## src/rtl/sym_pkg.sv

```systemverilog
// Shared types, constants and the command-to-symbol encoder for sym_encoder.
package sym_pkg;

  typedef enum logic [1:0] {
    IDLE   = 2'd0,
    LOADED = 2'd1,
    STALL  = 2'd2
  } state_t;

  localparam logic [1:0] SYM_FLAG_HI = 2'b10;
  localparam logic [2:0] SYM_DEFAULT = 3'b110;
  localparam logic [1:0] CMD_SEL     = 2'b10;
  localparam int         CMD_W       = 3;

  // flag outranks cmd; t is the transfer-parity bit in effect at load time
  function automatic logic [2:0] encode(input logic flag, input logic [1:0] cmd,
                                        input logic t);
    logic [2:0] s;
    if (flag)                s = {SYM_FLAG_HI, t};
    else if (cmd == CMD_SEL) s = {1'b0, t, 1'b1};
    else                     s = SYM_DEFAULT;
    return s;
  endfunction

endpackage

```

## src/rtl/sym_fifo.sv

```systemverilog
// Small synchronous FIFO holding raw {flag, cmd} entries; depth must be a power of two.
module sym_fifo #(
  parameter int DEPTH = 2,
  parameter int WIDTH = 3
) (
  input  logic             clock,
  input  logic             reset,
  input  logic             push,
  input  logic [WIDTH-1:0] din,
  input  logic             pop,
  output logic [WIDTH-1:0] dout,
  output logic             full,
  output logic             empty
);

  localparam int AW = (DEPTH > 1) ? $clog2(DEPTH) : 1;

  logic [WIDTH-1:0] mem [DEPTH];
  logic [AW-1:0]    wr_ptr;
  logic [AW-1:0]    rd_ptr;
  logic [AW:0]      count;
  logic             do_push;
  logic             do_pop;

  assign full    = (count == (AW+1)'(DEPTH));
  assign empty   = (count == '0);
  assign do_push = push & ~full;
  assign do_pop  = pop & ~empty;
  assign dout    = mem[rd_ptr];

  // storage is not reset; clearing the pointers is enough to discard contents
  always_ff @(posedge clock) begin
    if (do_push) mem[wr_ptr] <= din;
  end

  always_ff @(posedge clock) begin
    if (reset) begin
      wr_ptr <= '0;
      rd_ptr <= '0;
      count  <= '0;
    end else begin
      if (do_push) wr_ptr <= wr_ptr + 1'b1;
      if (do_pop)  rd_ptr <= rd_ptr + 1'b1;
      case ({do_push, do_pop})
        2'b10:   count <= count + 1'b1;
        2'b01:   count <= count - 1'b1;
        default: count <= count;
      endcase
    end
  end

endmodule

```

## src/rtl/sym_encoder.sv

```systemverilog
// Buffers commands, encodes them into 3-bit symbols and presents them on a
// valid/ready output register with a running transfer count.
//
//   state  | meaning
//   IDLE   | output register empty, sym_valid=0
//   LOADED | symbol presented, last cycle not stalled
//   STALL  | symbol presented and held while downstream is not ready
module sym_encoder
  import sym_pkg::*;
#(
  parameter int FIFO_DEPTH = 2
) (
  input  logic       clock,
  input  logic       reset,
  input  logic       cmd_valid,
  input  logic [1:0] cmd,
  input  logic       flag,
  output logic       cmd_ready,
  output logic [2:0] sym,
  output logic       sym_valid,
  input  logic       sym_ready,
  output logic [7:0] sent_count
);

  state_t           state;
  state_t           state_n;
  logic             t;
  logic             t_eff;
  logic [2:0]       sym_q;
  logic [7:0]       sent_q;
  logic             push;
  logic             load_en;
  logic             xfer;
  logic             fifo_full;
  logic             fifo_empty;
  logic [CMD_W-1:0] fifo_dout;

  sym_fifo #(
    .DEPTH (FIFO_DEPTH),
    .WIDTH (CMD_W)
  ) u_fifo (
    .clock (clock),
    .reset (reset),
    .push  (push),
    .din   ({flag, cmd}),
    .pop   (load_en),
    .dout  (fifo_dout),
    .full  (fifo_full),
    .empty (fifo_empty)
  );

  assign cmd_ready  = ~fifo_full;
  assign push       = cmd_valid & cmd_ready;
  assign sym_valid  = (state != IDLE);
  assign xfer       = sym_valid & sym_ready;
  assign load_en    = (~sym_valid | sym_ready) & ~fifo_empty;
  // a symbol loaded behind a transfer must see the already-toggled parity
  assign t_eff      = t ^ xfer;
  assign sym        = sym_q;
  assign sent_count = sent_q;

  always_ff @(posedge clock) begin
    if (reset) begin
      state  <= IDLE;
      sym_q  <= 3'b000;
      t      <= 1'b0;
      sent_q <= 8'd0;
    end else begin
      state <= state_n;
      if (load_en) sym_q <= encode(fifo_dout[2], fifo_dout[1:0], t_eff);
      if (xfer) begin
        t      <= ~t;
        sent_q <= sent_q + 8'd1;
      end
    end
  end

  always_comb begin
    state_n = state;
    case (state)
      IDLE: begin
        if (!fifo_empty) state_n = LOADED;
      end
      LOADED, STALL: begin
        if (!sym_ready)      state_n = STALL;
        else if (fifo_empty) state_n = IDLE;
        else                 state_n = LOADED;
      end
      default: state_n = IDLE;
    endcase
  end

endmodule
```

## config.mk

```make
export PLATFORM = sky130hd
export DESIGN_NAME = sym_encoder
export DESIGN_NICKNAME = d
export VERILOG_FILES = /design/src/rtl/sym_pkg.sv /design/src/rtl/sym_fifo.sv /design/src/rtl/sym_encoder.sv
export SDC_FILE = /design/constraint.sdc
export NUM_CORES = 1
export LEC_CHECK = 0
export ABC_AREA = 1
export CAP_MARGIN = 20
export CELL_PAD_IN_SITES_DETAIL_PLACEMENT = 0
export CELL_PAD_IN_SITES_GLOBAL_PLACEMENT = 1
export CORE_ASPECT_RATIO = 0.9
export CORE_UTILIZATION = 39
export DETAILED_ROUTE_END_ITERATION = 7
export HOLD_SLACK_MARGIN = 0.08
export PLACE_DENSITY = 0.83
export REMOVE_ABC_BUFFERS = 1
export SYNTH_ARGS = -nofsm -noshare
export SYNTH_HDL_FRONTEND = slang
export SYNTH_SLANG_ARGS = --single-unit
```

## constraint.sdc

```tcl
create_clock -name clock -period 4.3 [get_ports clock]
set_input_delay 1.29 -clock clock [delete_from_list [all_inputs] [get_ports clock]]
set_output_delay 1.29 -clock clock [all_outputs]
set_load 0.03 [all_outputs]
```

==> results by stage <==
Layout:
- The number of antenna diodes in the final layout is 0.
- The ratio of cells with drive above 1 in the final layout is 5.03%.
- Relative to the synthesized area, the layout overhead comes to 22.6%.
- The net count of the finished layout is 171.

Outcome:
- The final reports fail on design-rule violations.
- The flow ran to the end, but the final reports show violations.

STA:
- Clock skew on the completed layout was measured at 0.00221 ns.
- Timing would allow up to roughly 330 MHz.
- The final worst setup slack is about 1.2 ns.
- Setup repair after global routing left no endpoint under its margin.
- The smallest clock period supported by the final layout is computed as 3.06 ns.
- The number of failing hold endpoints at the final stage is 0.
- The total of endpoints with negative setup slack in the final report is 0.
- The slew at the pin with the worst max-slew slack is 0.401 ns.
- The post-route fraction of the period consumed by the critical path is 71.3%.
- The headroom to the max-slew limit is 73.2%.
- The final sum of negative setup slack is 0 ns.
- The number of pins exceeding their max-slew limit in the final report is 0.

Pwr:
- The net load switching power is 318 uW.
- In this run the static leakage power is 0.000562 uW.
- Per report_power, the combinational group accounts for a little over two fifths of the total.
- The sequential power share is 43.2%.
- The clock group share of total power is 13.0%.
- Cell internal power was estimated by the tool at 461 uW.
- Of the total power, the share spent switching nets is 40.8%.
- In this run the power density over the cells is 582 nW/um^2.
- VDD sags by at most 0.340 mV.

Detailed routing:
- For this run, design rule violations remaining after detail routing come to 1.
- The first detailed-routing pass ran for 6 iterations.
- The highest metal layer carrying signal wires in the routed design is met4.
- The wire length after detailed routing is around 2.1 mm.
- The detail route stage leaves a number of antenna-violating nets equal to 0.
- The detailed router's first-iteration violation count is 54.
- The met3 wirelength from detailed routing is about 110 um.
- The wire length per cell is between 10 and 15 um.
- The via count of the routed design is 907.
- For this block, wires on met1 add up to 1.03 mm.
- In the routed layout, each cell is associated on average with a via count of 4.85.
- The met2 wire length is a little over 900 um.

Synth:
- The synthesized netlist contains 19 unique library cells.
- The register bit count reported by yosys is 25.
- The share of the synthesized area in the top cell type is 34.8%.
- Summing the sequential cell areas from Yosys gives between 50% and 60% of the chip area.
- Summing every instance area after synthesis gives roughly 1100 sq um.
- The number of warnings reported in the yosys synthesis log is 0.
- By count the netlist is led by nand2_1 (29), dfxtp_1 (19), inv_1 (19), nor2_1 (19), a21oi_1 (13).
- The number of enable flip-flop cells after synthesis is 6.
- In the post-synthesis netlist, the biggest area contributors are dfxtp_1 (35%), edfxtp_1 (16%), nand2_1 (10%).
- nand2_1 is the most common cell in the netlist.
- The top flip-flop cell by instance count after synthesis is dfxtp_1.
- The gate count after technology mapping is 137.
- The share of async-settable or async-resettable flops after synthesis is 0%.
- The cell taking the most area after synthesis is dfxtp_1.
- The mean cell area of the mapped netlist is 7.97 sq um.

CTS:
- The count of hold buffers inserted by post-cts repair is 0.
- The cell sitting at the root of the clock tree is a clkbuf_4.
- The maximum count of clock buffers along a single path is 2.
- TritonCTS built the clock tree.
- The number of clock buffers added by TritonCTS is 3.
- The clock latency on the worst-skew pair is 0.31 ns.
- CTS built an H-tree with a depth of 1.
- The TritonCTS sink count is 25.
- Post-CTS timing repair inserted 0 buffers for setup.
- Clock-pin slew was measured on the worst setup and hold paths at between 0.1 and 0.15 ns.
- The number of instances resized during post-cts repair is 0.

Worst hold path:
- Along the worst hold path, the cell count comes to 1.
- The origin of the worst min-delay path is u_fifo.rd_ptr.
- The path with the worst hold slack has its endpoint at u_fifo.rd_ptr.
- The worst hold path class is flip-flop to flip-flop.

Worst setup path:
- STA classifies the critical path endpoint as a primary output.
- The startpoint kind of the worst setup timing path is a flip-flop.
- The required time at the endpoint of the critical path is 3.01 ns.
- The highest net fanout along the worst path is 7.
- The critical path starts at state[0].
- In this run the critical register-to-register path is launched from state[0].
- The endpoint identified for the worst register-to-register timing path is u_fifo.count[1].
- Measured in cells, the most critical reg-to-reg path has a length of 9.
- The class of the most critical setup path is flip-flop to primary output.
- The data arrival time of the worst path is 1.77 ns.
- The worst setup slack for register-to-register paths is 2.50 ns.

Place:
- Before CTS, the worst setup slack after placement is 1.26 ns.
- The number of input and output port buffers inserted is 19.
- The HPWL after detailed placement is 1.58 mm.
- At the end of routability-driven placement, the weighted congestion stood at between 0.7 and 0.8.

Die:
- The floorplan has 17 rows.
- The area of the core is 2550 sq um.
- The effective utilization at floorplan is 42.8%.
- The die covers roughly 3000 sq um.
- The die is 52.2 um tall.
- The die width is 57.8 um.
- The boundary pin count is 20.

Global routing:
- The via count of the first global-routing pass is just under 900.
- For this run the aggregate overflow at the end of global routing stands at 0.
- The maximum number of pins on one net before global-route repair is 14.
- The number of antenna violations at the first check in global routing is 0.
- Global routing used 16.8% of the available tracks across all layers.
- The first-pass GRT wire length is 3.75 mm.

Flow run:
- The tool flagged a number of max-cap violations equal to 0.
-- flip-flops by register name (all words and copies together) (netlist names), named ones only --
signal	cells
sent_count	8
u_fifo.mem	6
sym	3
state	2
u_fifo.count	2
t	1
u_fifo.rd_ptr	1
u_fifo.wr_ptr	1
-- layer usage --
layer  vias to the layer above  GRT usage, %
li1                        481             -
met1                       403          20.2
met2                        21          28.9
met3                         2          5.19
met4                         0          5.16
met5                         -             0
-- cell usage in the layout, fill, tap and decap left out, types with 2 or more instances in the layout --
cell / Yosys / routed
a21oi_1: 13 / 13
clkbuf_4: 0 / 3
clkdlybuf4s50_1: 0 / 19
dfxtp_1: 19 / 19
edfxtp_1: 6 / 6
ha_1: 4 / 4
inv_1: 19 / 19
nand2_1: 29 / 29
nand3_1: 7 / 7
nor2_1: 19 / 19
nor2_4: 2 / 2
nor3_1: 3 / 3
o21ai_0: 8 / 8
-- power groups by stage --
stage	registers (uW)	logic [uW]	clock network (uW)
6_report	337	341	101
5_1_grt	343	387	117
4_1_cts	336	344	107
3_5_place_dp	341	340	0
3_3_place_gp	338	332	0
2_1_floorplan	364	211	0
-- metrics by stage --
step           utilization (%)  hold slack (ns)  cell area (sq um)  std cells  power [uW]
5_1_grt                   52.5            0.503               1340        187         846
3_3_place_gp              51.4            0.443               1310        183         670
4_1_cts                   52.5            0.473               1340        187         786
2_1_floorplan                -            0.432               1090        136         575
6_report                  52.5            0.474               1340        187         779
3_5_place_dp              51.4            0.455               1310        183         682
-- critical path, cell delays in order, from the launching register on --
cell and delay (ns):
dfxtp_1 0.39, inv_1 0.06, ha_1 0.21, inv_2 0.12
clkdlybuf4s50_1 0.68
-- worst max-delay path by stage --
stage                            endpoint  slack (ns)  cells after the start
after floorplan           u_fifo.count[1]        1.97                      7
after global placement    u_fifo.count[1]        1.34                      8
after detailed placement  u_fifo.count[1]        1.26                      8
after CTS                       sym_valid        1.22                      4
after global routing            sym_valid        1.14                      4
final                           sym_valid        1.24                      4
-- kinds of logic after synthesis --
| group | count (synthesis) | synth area share, % |
|---|---|---|
| buf+inv | 21 | 7.33 |
| flops | 25 | 51.3 |
| compound gates | 23 | 10.8 |
| xor+xnor | 1 | 0.802 |
| simple gates | 63 | 25.2 |
| fa+ha+maj | 4 | 4.58 |
-- area by class of cell --
type	count	area, sq um
inverters	20	75.1
clock buffers	4	26.3
multi-input cells	91	452
repair buffers	19	190
flip-flops and latches	25	561
fillers	262	1210
well taps	28	35.0
Power figures use the tool's default switching activity.
